==> src/rtl/cpu_defs.sv <==
// Shared pipeline-control definitions: stall encodings, controller states, constants.
// No logic of its own; consumed by pipe_ctrl and its sub-modules.
// Not applicable: no flow control here.
package cpu_defs;

    // Hold vectors, one bit per pipeline register, [0]=PC ... [5]=WB.
    // Each encoding is a superset of the ones below it, so numeric max equals
    // "deepest stall wins".
    localparam logic [5:0] STALL_NONE = 6'b000000;
    localparam logic [5:0] STALL_ID   = 6'b000111;
    localparam logic [5:0] STALL_EX   = 6'b001111;
    localparam logic [5:0] STALL_MEM  = 6'b011111;

    localparam logic [31:0] ZERO_WORD = 32'h0000_0000;

    // Controller states.
    typedef enum logic [1:0] {
        ST_RUN   = 2'd0,
        ST_MULTI = 2'd1,
        ST_FLUSH = 2'd2
    } pc_state_e;

    // Redirect request, as presented to the front end.
    typedef struct packed {
        logic        vld;
        logic [31:0] pc;
    } redir_t;

    // Pick the deeper of two stall vectors.
    function automatic logic [5:0] stall_max(input logic [5:0] a, input logic [5:0] b);
        return (a > b) ? a : b;
    endfunction

    // Merge the per-stage stall requests into one hold vector.
    function automatic logic [5:0] stall_merge(input logic req_id,
                                               input logic req_ex,
                                               input logic req_mem);
        logic [5:0] s;
        s = STALL_NONE;
        if (req_id)  s = stall_max(s, STALL_ID);
        if (req_ex)  s = stall_max(s, STALL_EX);
        if (req_mem) s = stall_max(s, STALL_MEM);
        return s;
    endfunction

endpackage

==> src/rtl/pipe_ctrl_mc_timer.sv <==
// Load/decrement cycle counter for multi-cycle EX operations, with last-cycle flag.
// Registered count; last is combinational from the current count.
// No backpressure: decrement is unconditional when requested, clear beats load.
module pipe_ctrl_mc_timer
    import cpu_defs::*;
#(
    parameter int MC_W = 6
) (
    input  logic            clk,
    input  logic            rst,
    input  logic            clear,
    input  logic            load,
    input  logic [MC_W-1:0] load_val,
    input  logic            dec,
    output logic            last
);

    logic [MC_W-1:0] cnt_q;
    logic [MC_W-1:0] cnt_d;

    // Next count: clear (abort) wins over load, load wins over decrement.
    always_comb begin
        cnt_d = cnt_q;
        if (clear) begin
            cnt_d = '0;
        end else if (load) begin
            cnt_d = load_val;
        end else if (dec && (cnt_q != '0)) begin
            cnt_d = cnt_q - MC_W'(1);
        end
    end

    // Count register.
    always_ff @(posedge clk) begin
        if (rst) begin
            cnt_q <= '0;
        end else begin
            cnt_q <= cnt_d;
        end
    end

    assign last = (cnt_q == MC_W'(1));

endmodule

==> src/rtl/pipe_ctrl.sv <==
// Pipeline stall/flush controller: merges stage stall requests, sequences multi-cycle EX ops, redirects on exception/ERET.
// Outputs are combinational from inputs and current state (zero latency); state, timer and perf counter are registered.
// Stall vector holds upstream registers; a redirect overrides every stall and is followed by one quiet FLUSH cycle.
module pipe_ctrl
    import cpu_defs::*;
#(
    parameter int MC_W   = 6,
    parameter int PERF_W = 32
) (
    input  logic              clk,
    input  logic              rst,
    input  logic              stallreq_id,
    input  logic              stallreq_ex,
    input  logic              stallreq_mem,
    input  logic              ex_mc_start,
    input  logic [MC_W-1:0]   ex_mc_cycles,
    input  logic              excp_valid,
    input  logic [31:0]       excp_vector,
    input  logic              eret,
    input  logic [31:0]       epc,
    output logic [5:0]        stall,
    output logic              flush,
    output logic [31:0]       new_pc,
    output logic              mc_done,
    output logic              mc_abort,
    output logic [PERF_W-1:0] stall_cnt
);

    pc_state_e         state_q;
    pc_state_e         state_d;
    logic [PERF_W-1:0] stall_cnt_q;
    logic [PERF_W-1:0] stall_cnt_d;

    redir_t            redir;
    logic [5:0]        req_stall;
    logic              mc_short;
    logic              tmr_clear;
    logic              tmr_load;
    logic              tmr_dec;
    logic              tmr_last;

    // Redirect request. A FLUSH cycle ignores excp/eret because the MEM-stage
    // instruction that raised them is still visible there for one more cycle.
    always_comb begin
        redir.vld = (excp_valid || eret) && (state_q != ST_FLUSH);
        redir.pc  = excp_valid ? excp_vector : epc;
    end

    // Stage stall requests merged once, reused by every state.
    assign req_stall = stall_merge(stallreq_id, stallreq_ex, stallreq_mem);

    // A length of 0 or 1 completes in the accepting cycle without entering MULTI.
    assign mc_short = (ex_mc_cycles <= MC_W'(1));

    // Main control: outputs, next state and timer controls.
    always_comb begin
        state_d   = state_q;
        stall     = STALL_NONE;
        flush     = 1'b0;
        new_pc    = ZERO_WORD;
        mc_done   = 1'b0;
        mc_abort  = 1'b0;
        tmr_clear = 1'b0;
        tmr_load  = 1'b0;
        tmr_dec   = 1'b0;

        if (!rst) begin
            case (state_q)
                ST_RUN: begin
                    if (redir.vld) begin
                        flush   = 1'b1;
                        new_pc  = redir.pc;
                        state_d = ST_FLUSH;
                        // An op accepted this same cycle dies with the redirect.
                        if (ex_mc_start) begin
                            mc_abort  = 1'b1;
                            tmr_clear = 1'b1;
                        end
                    end else begin
                        stall = req_stall;
                        if (ex_mc_start) begin
                            stall = stall_max(stall, STALL_EX);
                            if (mc_short) begin
                                mc_done = 1'b1;
                            end else begin
                                // Accepting cycle is cycle 1, so N-1 remain.
                                tmr_load = 1'b1;
                                state_d  = ST_MULTI;
                            end
                        end
                    end
                end

                ST_MULTI: begin
                    if (redir.vld) begin
                        flush     = 1'b1;
                        new_pc    = redir.pc;
                        mc_abort  = 1'b1;
                        tmr_clear = 1'b1;
                        state_d   = ST_FLUSH;
                    end else begin
                        // The op keeps counting even while MEM holds the pipe.
                        stall   = stall_max(req_stall, STALL_EX);
                        tmr_dec = 1'b1;
                        if (tmr_last) begin
                            mc_done = 1'b1;
                            state_d = ST_RUN;
                        end
                    end
                end

                ST_FLUSH: begin
                    state_d = ST_RUN;
                end

                default: begin
                    state_d = ST_RUN;
                end
            endcase
        end
    end

    // Performance counter: cycles with the PC held, wrapping naturally.
    always_comb begin
        stall_cnt_d = stall_cnt_q + PERF_W'(stall[0]);
    end

    // State and perf counter registers.
    always_ff @(posedge clk) begin
        if (rst) begin
            state_q     <= ST_RUN;
            stall_cnt_q <= '0;
        end else begin
            state_q     <= state_d;
            stall_cnt_q <= stall_cnt_d;
        end
    end

    assign stall_cnt = stall_cnt_q;

    pipe_ctrl_mc_timer #(
        .MC_W (MC_W)
    ) u_mc_timer (
        .clk      (clk),
        .rst      (rst),
        .clear    (tmr_clear),
        .load     (tmr_load),
        .load_val (ex_mc_cycles - MC_W'(1)),
        .dec      (tmr_dec),
        .last     (tmr_last)
    );

endmodule

==> config.mk <==
export PLATFORM = sky130hd
export DESIGN_NAME = pipe_ctrl
export DESIGN_NICKNAME = d
export VERILOG_FILES = /design/src/rtl/cpu_defs.sv /design/src/rtl/pipe_ctrl_mc_timer.sv /design/src/rtl/pipe_ctrl.sv
export SDC_FILE = /design/constraint.sdc
export NUM_CORES = 1
export LEC_CHECK = 0
export ABC_CLOCK_PERIOD_IN_PS = 3800
export CORE_UTILIZATION = 48
export CTS_BUF_LIST = sky130_fd_sc_hd__clkbuf_16
export DETAILED_ROUTE_END_ITERATION = 16
export DONT_BUFFER_PORTS = 1
export PLACE_DENSITY = 0.72
export SKIP_CTS_REPAIR_TIMING = 1
export SYNTH_ARGS = -nofsm -noshare
export SYNTH_HDL_FRONTEND = slang
export SYNTH_SLANG_ARGS = --single-unit
==> constraint.sdc <==
create_clock -name clk -period 3.8 [get_ports clk]
set_clock_uncertainty 0.05 [all_clocks]
set_input_delay 0.57 -clock clk [delete_from_list [all_inputs] [get_ports clk]]
set_output_delay 0.57 -clock clk [all_outputs]
set_load 0.1 [all_outputs]
Word level (Yosys, flattened, before mapping)
Index checks and enable logic that the tools add are counted.
Widths: inputs -> output; s select.
{"block": "word_totals", "ff_bits": 40, "inputBits": 78, "wordCells": 70, "out_inout_bits": 73}
{"block": "op_classes", "muxes": 45, "n_addsub": 3, "eq_ne": 6, "n_reduce_logical": 9, "order_cmp": 4}
{"operator": "$mux 32", "count": 4}
{"operator": "$mux 6", "count": 11}
{"operator": "$add 32x1->32", "count": 1}
{"operator": "$mux 1", "count": 20}
{"operator": "$gt 6x4->1 const B", "count": 2}
{"operator": "$pmux 6 s2", "count": 1}
{"operator": "$sub 6x1->6 const B", "count": 2}
{"operator": "$mux 2", "count": 5}
{"operator": "$ne 3x3->1 const B", "count": 3}
{"operator": "$eq 6x1->1 const B", "count": 1}
{"operator": "$gt 6x5->1 const B", "count": 1}
{"operator": "$le 6x1->1 const B", "count": 1}
{"operator": "$reduce_bool 6->1", "count": 1}
{"operator": "$pmux 1 s2", "count": 2}
{"operator": "$pmux 2 s2", "count": 1}
{"operator": "$reduce_or 2->1", "count": 2}
{"operator": "$mux 3", "count": 1}
{"operator": "$reduce_and 3->1", "count": 1}
{"operator": "$eq 2x1->1 const B", "count": 1}
{"operator": "$logic_and 1x1->1", "count": 2}
{"operator": "$logic_not 2->1", "count": 1}
{"operator": "$ne 2x2->1 const B", "count": 1}
{"operator": "$reduce_bool 2->1", "count": 1}
{"operator": "$logic_or 1x1->1", "count": 1}

Depth between registers and ports, before layout
{"block": "depth", "ltp_word": 14, "depth_mapped": 12, "depth_no_buf": 8}

By module
Synthesis repeated with hierarchy kept, for this count alone.
{"block": "hier_totals", "hier_cells": 331, "area_unflattened_um2": 2636.3}
{"module": "pipe_ctrl", "seq_area_each_um2": 680.7, "n_inst": 1, "area_each_um2": 2265.9, "cells_per_inst": 286}
{"module": "pipe_ctrl_mc_timer", "seq_area_each_um2": 120.1, "n_inst": 1, "area_each_um2": 370.4, "cells_per_inst": 45}

Least setup slack after synthesis
Ideal clock, no wire load.
{"block": "synth_timing", "path_type": "input port to flip-flop", "from": "in excp_valid", "to": "reg stall_cnt_q[18], in the netlist stall_cnt[18]", "t_arrival_ns": 5.292, "setup_time_ns": 0.070, "path_slack_ns": -1.612, "path_stages": 11, "cell_sequence": "buf_6 > or4_4 > buf_6 > a21oi_1 > a31o_1 > ha_1 > ha_1 > clkbuf_1 > nand3_1 > or4_1 > a21oi_1"}
{"block": "synth_via", "elab_chain_len": 6, "elab_cells_between_ends": 7}
{"element": "start: declaration", "line": "pipe_ctrl.sv:17", "rtl": "input logic excp_valid,"}
{"element": "$logic_or 1x1->1 (*)", "line": "pipe_ctrl.sv:45", "rtl": "redir.vld = (excp_valid || eret) && (state_q != ST_FLUSH);"}
{"element": "$logic_and 1x1->1 (*)", "line": "pipe_ctrl.sv:45"}
{"element": "$mux 6, on equally long branches", "line": "pipe_ctrl.sv:95, pipe_ctrl.sv:70"}
{"element": "$pmux 6 s2 (*)", "line": "pipe_ctrl.sv:68", "rtl": "case (state_q)"}
{"element": "$mux 6 (*)", "line": "pipe_ctrl.sv:67", "rtl": "if (!rst) begin"}
{"element": "via stall[0]", "line": "pipe_ctrl.sv:21", "rtl": "output logic [5:0] stall,"}
{"element": "$add 32x1->32 (*)", "line": "pipe_ctrl.sv:125", "rtl": "stall_cnt_d = stall_cnt_q + PERF_W'(stall[0]);"}
{"element": "end signal: assignment", "line": "pipe_ctrl.sv:135", "rtl": "stall_cnt_q <= stall_cnt_d;"}
{"element": "end: declaration", "line": "pipe_ctrl.sv:31", "rtl": "logic [PERF_W-1:0] stall_cnt_q;"}
Mark *: on every way through the listed nets, which the timed path passes. The rest lies on a longest branch.
A chain may end at the register's enable or synchronous reset.

Worst setup path after layout
{"block": "layout_timing", "from": "reg state_q[1]", "to": "reg stall_cnt_q[17], in the netlist stall_cnt[17]"}
{"block": "layout_via", "elab_chain_len": 6, "elab_cells_between_ends": 9}
{"element": "start: declaration", "line": "pipe_ctrl.sv:29", "rtl": "pc_state_e state_q;"}
{"element": "start signal: assignment", "line": "pipe_ctrl.sv:134", "rtl": "state_q <= state_d;"}
{"element": "$ne 2x2->1", "line": "pipe_ctrl.sv:45"}
{"element": "$logic_and 1x1->1", "line": "pipe_ctrl.sv:45"}
{"element": "$mux 6, on equally long branches", "line": "pipe_ctrl.sv:95, pipe_ctrl.sv:70"}
{"element": "$pmux 6 s2 (*)", "line": "pipe_ctrl.sv:68"}
{"element": "$mux 6 (*)", "line": "pipe_ctrl.sv:67"}
{"element": "$add 32x1->32 (*)", "line": "pipe_ctrl.sv:125"}
Mark *: on every way between the ends. The rest lies on a longest branch, timed or not.

==> impl_metrics.py <==
metrics = {
    "outcome": {
        "outcome": "finished clean",
    },
    "global_route": {
        "grt_use_met2_pct": 46.8,
        "grt_pass1_wl_um": 12000,
        "gr-usage-met3_pct": 5.51,
        "antenna_found_initial": 1,
        "grt_max_degree": 36,
        "first_global_vias": 2489,
        "use_met1_pct": 28.3,
        "globalRouteTotalUtil_pct": 25.6,
        "overflow": 0,
        "grt_busiest_layer": "met2",
    },
    "logic_synthesis": {
        "synth_cell_types": 43,
        "ys_seq_area_share_pct": 30.4,
        "synthCells": 326,
        "synthesis.area_um2": 2630,
        "synth_compound_area_share_pct": 15.0,
        "synth_top_family_by_area": "simple AND/OR/NAND/NOR gates",
        "postSynthAreaPerCell_um2": 8.07,
        "synth_xor_area_share_pct": 5.33,
        "ys_ff_latch": 40,
        "synth_mux_area_share_pct": 12.6,
        "synth_fa_ha_area_share_pct": 3.33,
        "synth_fp_nets": 411,
        "yosys.area_share.simple_pct": 27.1,
        "yosys_warnings": 0,
    },
    "sta": {
        "rsz0062_at_grt": "no",
        "worstMarginPinSlew_ns": 1.10,
        "fin_setup_tns_ns": 0,
        "hold_slack_ns": 0.310,
        "period_share_pct": 76.0,
        "fmax_mhz": 346,
        "layout_setup_ws_ns": 0.913,
        "worst_slew_margin_rel_pct": 26.3,
        "hold_viol": 0,
        "period_minus_slack_ns": 2.89,
        "slew_violations": 0,
        "setup_viol": 0,
    },
    "setup_path": {
        "worstSetupEndpointType": "flip-flop",
        "r2r_slack_ns": 0.91,
        "timing.rr.start": "state_q[1]",
        "worstSetupPathType": "reg2reg",
        "crit_chain": "nor4_1 > a31o_4 > ha_1 > and2_1 > nand3_1 > or4_1 > a21oi_1",
        "worstReg2RegEnd": "stall_cnt[17]",
        "reg2regPathDepth": 7,
        "startpoint_type": "flip-flop",
        "worstPathRequired_ns": 3.96,
        "cpPeakStageDelay_ns": 0.63,
        "arrival_ns": 3.05,
        "cp_slowest_cell": "nor4_1",
        "crit_fanout": 13,
    },
    "die": {
        "initial_core_util_pct": 50.5,
        "ioPinCount": 151,
        "die_width_um": 76.0,
        "coreArea_um2": 5200,
        "die_area_um2": 5780,
        "rows": 26,
        "chipHeight_um": 76.0,
    },
    "placement": {
        "place_congestion": 0.891,
        "place_hpwl_um": 5530,
        "postPlaceCellArea_um2": 3150,
        "io_buffer_count": 0,
        "dp.cells": 430,
        "place_ws_ns": 0.682,
    },
    "clock_tree": {
        "cts_buffers": 5,
        "clk_latency_ns": 0.28,
        "cts_tree": "yes",
        "cts_root_buffer": "clkbuf_16",
        "htree_levels": 2,
        "clock-sinks": 40,
        "clk_pin_slew_ns": 0.06,
        "clockBufferDepth": 2,
    },
    "detailed_routing": {
        "dr.pass1.iters": 4,
        "vias": 2585,
        "routed_wl_um": 7270,
        "via_per_inst": 5.89,
        "drc": 0,
        "drt-initial-drc-count": 108,
        "ant_nets": 0,
        "wl_per_cell_um": 16.6,
    },
    "hold_path": {
        "min_path_type": "in2reg",
        "hold_end": "stall_cnt[28]",
        "worstHoldPathCells": 1,
        "min-delay-start": "rst",
    },
    "run": {
        "maxCapViolCount": 0,
    },
    "power_and_ir_drop": {
        "clockPowerShare_pct": 38.6,
        "power_density_nw_per_um2": 367,
        "p_leak_nw": 1.33,
        "total_power_mw": 1.22,
        "ir_worst_vdd_uv": 226,
        "internal-power_mw": 0.798,
        "p_comb_share_pct": 26.4,
        "pwr-share-seq_pct": 35.0,
        "p_sw_mw": 0.417,
        "p_sw_share_pct": 34.3,
    },
    "final_layout": {
        "stdcell_count": 439,
        "utilization_pct": 63.6,
        "nNetsFinal": 452,
        "drive_gt1_share_pct": 29.9,
        "fin_area_um2": 3310,
        "syn_to_final_growth_pct": 25.9,
    },
}
[critical path: cells and delay by family, from the launching register on]
kind            cells  cell delay (ns)
compound gates      2             0.41
fa+ha+maj           1             0.17
flops               1             0.33
simple gates        4             1.87
[cells by family after synthesis]
family / count (synthesis)
xor gates and xnor gates: 16
buffers and inverters: 35
AOI/OAI and AO/OA: 57
adders and majority gates: 7
other: 1
muxes: 33
DFF: 40
and+or+nand+nor: 137
[per-layer routing]
layer,part of all wire (%),vias up
li1,-,1261
met1,38,1207
met2,52,101
met3,6.2,16
met4,3.3,0
met5,0,-
[power groups by stage]
stage               registers (mW)  logic [mW]  clock network (mW)
detailed placement           0.435       0.321                   0
CTS                          0.426       0.322               0.475
floorplan                    0.442       0.266                   0
global route                 0.426       0.332               0.488
finish                       0.426       0.321               0.469
global placement             0.435       0.319                   0
[cell type report]
cell class / count / area, um2
clock inverters: 3 / 38.8
flip-flops and latches: 40 / 801
inverters: 11 / 41.3
clock buffers: 5 / 125
diodes: 1 / 2.50
fillers: 456 / 1890
repair buffers: 58 / 435
multi-input cells: 251 / 1780
well taps: 70 / 87.6
[flip-flops by register name (all words and copies together) (netlist names)]
| signal | flops |
|---|---|
| stall_cnt | 32 |
| u_mc_timer.cnt_q | 6 |
| state_q | 2 |
[layout by cell type (no fill, tap or decap), drive strengths merged, types with 2 or more instances in the layout]
| master | netlist | routed |
|---|---|---|
| clkbuf | 17 | 5 |
| a21oi | 21 | 21 |
| and4 | 4 | 4 |
| nor2b | 3 | 3 |
| nor3b | 2 | 2 |
| dfxtp | 40 | 40 |
| o31ai | 16 | 16 |
| and2 | 4 | 4 |
| nor4 | 3 | 3 |
| o21a | 2 | 2 |
| mux2i | 33 | 33 |
| nor3 | 5 | 5 |
| or4 | 16 | 16 |
| xnor2 | 4 | 4 |
| nand4 | 12 | 12 |
| o22ai | 2 | 2 |
| nor2 | 53 | 53 |
| a2111oi | 2 | 2 |
| and3 | 3 | 3 |
| nand2 | 13 | 13 |
| nand3 | 10 | 10 |
| xor2 | 12 | 12 |
| inv | 11 | 12 |
| nand2b | 2 | 2 |
| or3 | 6 | 6 |
| a211oi | 3 | 3 |
| buf | 7 | 58 |
| ha | 7 | 7 |
| o21ai | 4 | 4 |
| o31a | 2 | 2 |
[cell usage after synthesis, drive strengths merged]
cell type,instances,area [um2]
ha,7,87.6
clkbuf,17,63.8
or4,16,124
dfxtp,40,801
nand2b,2,12.5
o311ai,1,8.76
nand2,13,48.8
o21a,2,15.0
o21ai,4,20.0
a211oi,3,27.5
or3,6,37.5
o31a,2,17.5
xor2,12,105
nor3b,2,15.0
and4,4,35.0
nor3,5,25.0
o31ai,16,120
and3,3,18.8
a2bb2oi,1,8.76
conb,1,3.75
a21oi,21,105
xnor2,4,35.0
and2,4,25.0
nand4,12,75.1
or3b,1,8.76
nor2b,3,18.8
a31o,1,8.76
inv,11,41.3
buf,7,55.1
a2111oi,2,25.0
nor2,53,199
a211o,1,17.5
o22ai,2,12.5
nand3,10,50.1
mux2i,33,330
o22a,1,8.76
nor4,3,18.8
[worst max-delay path by stage]
stage / start / to / slack (ns) / depth (start not counted)
floorplan: excp_valid / stall_cnt[23] / 0.006 / 12
global placement: eret / stall_cnt[23] / 0.80 / 8
detailed placement: eret / stall_cnt[17] / 0.68 / 7
CTS: state_q[1] / stall_cnt[17] / 0.89 / 7
global route: state_q[1] / stall_cnt[17] / 0.57 / 7
finish: state_q[1] / stall_cnt[17] / 0.91 / 7
Power figures use the tool's default switching activity.
